`config.mk`:
```
export PLATFORM = sky130hd
export DESIGN_NAME = ped_signal_ctrl
export DESIGN_NICKNAME = d
export VERILOG_FILES = /design/src/rtl/ped_signal_ctrl.sv
export SDC_FILE = /design/constraint.sdc
export NUM_CORES = 1
export LEC_CHECK = 0
export CAP_MARGIN = 20
export CORE_ASPECT_RATIO = 0.6
export CORE_MARGIN = 2
export CORE_UTILIZATION = 45
export CTS_BUF_LIST = sky130_fd_sc_hd__clkbuf_4 sky130_fd_sc_hd__clkbuf_8
export DETAILED_ROUTE_END_ITERATION = 12
export PLACE_DENSITY_LB_ADDON = 0.1
export SYNTH_ARGS = -nofsm -noshare
export SYNTH_HDL_FRONTEND = slang
export SYNTH_SLANG_ARGS = --single-unit
export TNS_END_PERCENT = 30
```
`constraint.sdc`:
```
create_clock -name clock -period 2.94 [get_ports clock]
set_input_delay 0.588 -clock clock [delete_from_list [all_inputs] [get_ports clock]]
set_output_delay 0.588 -clock clock [all_outputs]
set_load 0.02 [all_outputs]
```
`src/rtl/ped_signal_ctrl.sv`:
```
// Pedestrian crossing controller: serves latched requests on each YELLOW->RED vehicle transition.
// Optional countdown output during flashing clearance is enabled by defining PED_COUNTDOWN_EN.
module ped_signal_ctrl #(
  parameter int unsigned WALK_CYCLES  = 4,
  parameter int unsigned FLASH_CYCLES = 6,
  parameter int unsigned FLASH_DIV    = 1
) (
  input  logic       clock,
  input  logic       reset_n,
  input  logic [0:2] light,
  input  logic       ped_button,
  output logic       walk,
  output logic       dont_walk,
  output logic       ped_wait,
  output logic       light_err,
  output logic [3:0] countdown
);

  localparam logic [0:2] L_RED    = 3'b100;
  localparam logic [0:2] L_GREEN  = 3'b010;
  localparam logic [0:2] L_YELLOW = 3'b001;

  localparam logic [7:0] WALK_LOAD  = 8'(WALK_CYCLES - 1);
  localparam logic [7:0] FLASH_LOAD = 8'(FLASH_CYCLES - 1);
  localparam logic [3:0] DIV_LOAD   = 4'(FLASH_DIV - 1);

  typedef enum logic [2:0] {
    S_IDLE  = 3'd0,
    S_WAIT  = 3'd1,
    S_WALK  = 3'd2,
    S_FLASH = 3'd3,
    S_ERR   = 3'd4
  } state_t;

  state_t     state_q, state_d;
  logic [0:2] light_prev_q, light_prev_d;
  logic [7:0] cnt_q, cnt_d;
  logic [3:0] div_q, div_d;
  logic       walk_q, walk_d;
  logic       dont_walk_q, dont_walk_d;
  logic       ped_wait_q, ped_wait_d;
  logic       light_err_q, light_err_d;
  logic       legal;
  logic       red_entry;

  always_comb begin
    state_d      = state_q;
    cnt_d        = cnt_q;
    div_d        = div_q;
    ped_wait_d   = ped_wait_q;
    light_prev_d = light;

    legal     = (light == L_RED) || (light == L_GREEN) || (light == L_YELLOW);
    red_entry = (light_prev_q == L_YELLOW) && (light == L_RED);

    if (!legal) begin
      state_d = S_ERR;
    end else begin
      case (state_q)
        S_IDLE, S_WAIT: begin
          if (ped_button) ped_wait_d = 1'b1;
          // a press sampled together with red_entry is served immediately
          if ((ped_button || ped_wait_q) && red_entry) begin
            state_d    = S_WALK;
            ped_wait_d = 1'b0;
            cnt_d      = WALK_LOAD;
          end else if (ped_button) begin
            state_d = S_WAIT;
          end
        end
        S_WALK: begin
          if (cnt_q == 8'd0 || light != L_RED) begin
            state_d = S_FLASH;
            cnt_d   = FLASH_LOAD;
            div_d   = DIV_LOAD;
          end else begin
            cnt_d = cnt_q - 8'd1;
          end
        end
        S_FLASH: begin
          if (ped_button) ped_wait_d = 1'b1;
          if (cnt_q == 8'd0) begin
            state_d = (ped_wait_q || ped_button) ? S_WAIT : S_IDLE;
          end else begin
            cnt_d = cnt_q - 8'd1;
            div_d = (div_q == 4'd0) ? DIV_LOAD : div_q - 4'd1;
          end
        end
        S_ERR:   state_d = ped_wait_q ? S_WAIT : S_IDLE;
        default: state_d = S_IDLE;
      endcase
    end

    walk_d      = (state_d == S_WALK);
    light_err_d = (state_d == S_ERR);
    if (state_d == S_FLASH) begin
      if (state_q != S_FLASH)  dont_walk_d = 1'b1;
      else if (div_q == 4'd0)  dont_walk_d = ~dont_walk_q;
      else                     dont_walk_d = dont_walk_q;
    end else begin
      dont_walk_d = ~walk_d;
    end
  end

  always_ff @(posedge clock or negedge reset_n) begin
    if (!reset_n) begin
      state_q      <= S_IDLE;
      light_prev_q <= L_RED;
      cnt_q        <= 8'd0;
      div_q        <= 4'd0;
      walk_q       <= 1'b0;
      dont_walk_q  <= 1'b1;
      ped_wait_q   <= 1'b0;
      light_err_q  <= 1'b0;
    end else begin
      state_q      <= state_d;
      light_prev_q <= light_prev_d;
      cnt_q        <= cnt_d;
      div_q        <= div_d;
      walk_q       <= walk_d;
      dont_walk_q  <= dont_walk_d;
      ped_wait_q   <= ped_wait_d;
      light_err_q  <= light_err_d;
    end
  end

  assign walk      = walk_q;
  assign dont_walk = dont_walk_q;
  assign ped_wait  = ped_wait_q;
  assign light_err = light_err_q;

`ifdef PED_COUNTDOWN_EN
  logic [3:0] countdown_q, countdown_d;

  always_comb begin
    if (state_d != S_FLASH)      countdown_d = 4'd0;
    else if (state_q != S_FLASH) countdown_d = 4'(FLASH_CYCLES);
    else                         countdown_d = countdown_q - 4'd1;
  end

  always_ff @(posedge clock or negedge reset_n) begin
    if (!reset_n) countdown_q <= 4'd0;
    else          countdown_q <= countdown_d;
  end

  assign countdown = countdown_q;
`else
  assign countdown = 4'd0;
`endif

endmodule

```
==> impl_metrics.env, run 1 <==
export IMPL_run_status="finished clean"
export IMPL_core_mm2=0.00259
export IMPL_hp_start="cnt_q[0]"
export IMPL_grt_max_degree=23
export IMPL_grtUsageTotal_pct=18.2
export IMPL_grt_ovfl_total=0
export IMPL_cts_sinks=22
export IMPL_ff2ff_path_depth=5
export IMPL_std_cell_rows=14
export IMPL_worst_slew_pin_slew_ns=0.834
export IMPL_root_buffer="clkbuf_8"
export IMPL_cts_path_max_buffers=2
export IMPL_grt_pass1_wl_mm=4.39
export IMPL_worstPathMaxFanout=8
export IMPL_drc=0
export IMPL_post_cts_buffers=0
export IMPL_setup_viol=0
export IMPL_start_kind="input pin"
export IMPL_antenna_found_initial=0
export IMPL_holdPathEnd="cnt_q[0]"
export IMPL_ys_seq_area_share_pct=43.3
export IMPL_final_core_util_pct=56.7
export IMPL_place_area_mm2=0.00142
export IMPL_vdd_drop_max_mv=0.311
export IMPL_die_w_um=72.8
export IMPL_cts_buffers=3
export IMPL_reg2reg_to="div_q[2]"
export IMPL_r2r_start="cnt_q[5]"
export IMPL_endpoint_kind="register"
export IMPL_wl_per_cell_um=14.3
export IMPL_cts_tree="built"
export IMPL_num_fill_cells=222
export IMPL_rsz0062_at_grt="false"
export IMPL_start_util_pct=49.3
export IMPL_worstPathRequired_ns=3.13
export IMPL_worstSetupPathType="input pin to register"
export IMPL_layout_commonest_cell="dfrtp_1"
export IMPL_postLayoutCellArea_mm2=0.00147
export IMPL_tns_ns=0
export IMPL_holdWs_ns=0.503
export IMPL_period_share_pct=88.7
export IMPL_m1WireLength_mm=1.40
export IMPL_met2_length_mm=1.03
export IMPL_slew_violations=0
export IMPL_finalCriticalPeriod_ns=2.61
export IMPL_ioPinCount=14
export IMPL_syn_area_per_cell_um2=9.75
export IMPL_postRouteAntennaNets=0
export IMPL_grt_pass1_vias=872
export IMPL_relSlewSlack_pct=44.1
export IMPL_drtPass1Iterations=4
export IMPL_clk_latency_ns=0.27
export IMPL_met3WireLength_um=117
export IMPL_antennaDiodeCount=0
export IMPL_io_buffers=9
export IMPL_routed_wl_mm=2.56
export IMPL_gp_congestion=0.840
export IMPL_ys_ff_latch=22
export IMPL_mostFrequentLayoutCells="20 x dfrtp_1, 13 x nor2_1, 11 x o21ai_0"
export IMPL_fin_worst_skew_ns=0.00619
export IMPL_p_per_area_mw_per_mm2=545
export IMPL_netlist_area_mm2=0.00128
export IMPL_whs_path_depth=1
export IMPL_timing_fmax_mhz=384
export IMPL_drtIter0Drc=57
export IMPL_async_flop_share_pct=100
export IMPL_post_dp_hpwl_mm=1.94
export IMPL_max_cap_violations=0
export IMPL_areaGrowthSynthToFinish_pct=15.1
export IMPL_syn_inst=131
export IMPL_synth_edf_count=0
export IMPL_synth_main_ff_cell="dfrtp_1"
export IMPL_r2r_setup_slack_ns=0.49
export IMPL_die_area_mm2=0.00329
export IMPL_hold_viol_final=0
export IMPL_htree_num_levels=1
export IMPL_netlist_cell_type_count=44
export IMPL_cts_resized=0
export IMPL_hold_buffers=0
export IMPL_cts_reportedPaths_clkPinSlew_ns=0.08
export IMPL_drive_gt1_share_pct=15.0
export IMPL_final_nets=158
export IMPL_power_uw=801
export IMPL_dr_total_vias=992
export IMPL_ys_warn_count=0
export IMPL_arrival_ns=2.80
export IMPL_p_leak_uw=0.000603
export IMPL_vias_per_cell=5.54
export IMPL_die_height_um=45.3
export IMPL_hold_class="register to register"
export IMPL_top_layer_used="met4"
synth_stat cells, types with 2 or more instances:
cell type	number	area (um^2)
dfrtp_1	20	500
inv_1	8	30.0
nand2_1	8	30.0
o21a_1	2	15.0
a2111oi_4	2	55.1
nand2b_1	3	18.8
o21ai_0	11	55.1
xnor2_1	3	26.3
nand3b_1	2	15.0
xor2_1	2	17.5
nor2b_1	2	12.5
nor3_1	5	25.0
dfstp_2	2	52.6
buf_6	2	22.5
ha_1	4	50.1
nor3b_1	3	22.5
nor2_1	13	48.8
nand3_1	2	10.0
o211ai_1	3	22.5
a21oi_1	7	35.0
buf_4	4	30.0
layout make-up:
type                            count  area [um^2]  share of cell area, %
Multi-Input combinational cell     97          649                   44.2
Sequential cell                    22          553                   37.6
Timing Repair Buffer               16          143                   9.70
Clock buffer                        4         55.1                   3.74
Tap cell                           32         40.0                   2.72
Inverter                            8         30.0                   2.04
power breakdown:
group,internal (uW),total (uW),leakage [uW],switching [uW]
registers,337,376,0.000270,38.6
logic,83.8,202,0.000305,119
clock network,120,222,0.0000288,103
total,541,801,0.000603,260
metrics by stage:
stage,instances,setup WS (ns)
floorplan,134,0.653
global placement,175,0.135
detailed placement,175,0.0630
CTS,179,0.337
global route,179,0.212
finish,179,0.333
sequential cells by signal (all words and copies together), names as in the netlist:
register,flops
cnt_q,8
div_q,4
dont_walk,1
light_err,1
light_prev_q,3
ped_wait,1
state_q,3
walk,1
worst max path at each step:
stage	start	endpoint
2_1_floorplan	light[1]	cnt_q[6]
3_5_place_dp	light[2]	cnt_q[1]
4_1_cts	light[2]	cnt_q[7]
3_3_place_gp	light[2]	cnt_q[7]
5_1_grt	light[2]	cnt_q[7]
6_report	light[2]	cnt_q[7]
critical path: stages:
cell	delay (ns)
clkdlybuf4s50_1	0.48
or3b_1	0.40
or4_4	0.60
a21oi_2	0.24
buf_4	0.20
nand4_1	0.10
a21oi_1	0.17
kinds of logic (layout without fill, tap and decap cells):
logic type / after synthesis / count (layout) / synth area share [%]
AND/OR/NAND/NOR: 48 / 48 / 20.5
AO/OA/AOI/OAI: 36 / 36 / 21.8
flip-flops: 22 / 22 / 43.3
buffers and inverters: 15 / 28 / 6.76
XOR/XNOR: 5 / 5 / 3.43
adder cells (fa/ha/maj): 4 / 4 / 3.92
other: 1 / 4 / 0.294
layer usage:
layer | track usage [%] | up-vias
li1 | - | 496
met1 | 27.2 | 472
met2 | 25.8 | 22
met3 | 5.58 | 2
met4 | 3.70 | 0
met5 | 0 | -
Power figures use the tool's default switching activity.
==> run 2: changes to the inputs <==
- SLEW_MARGIN: not set -> 10
- TNS_END_PERCENT: 30 -> not set
==> results of run 2 <==
No change in the layout: final DEF, timing and power equal those of run 1.
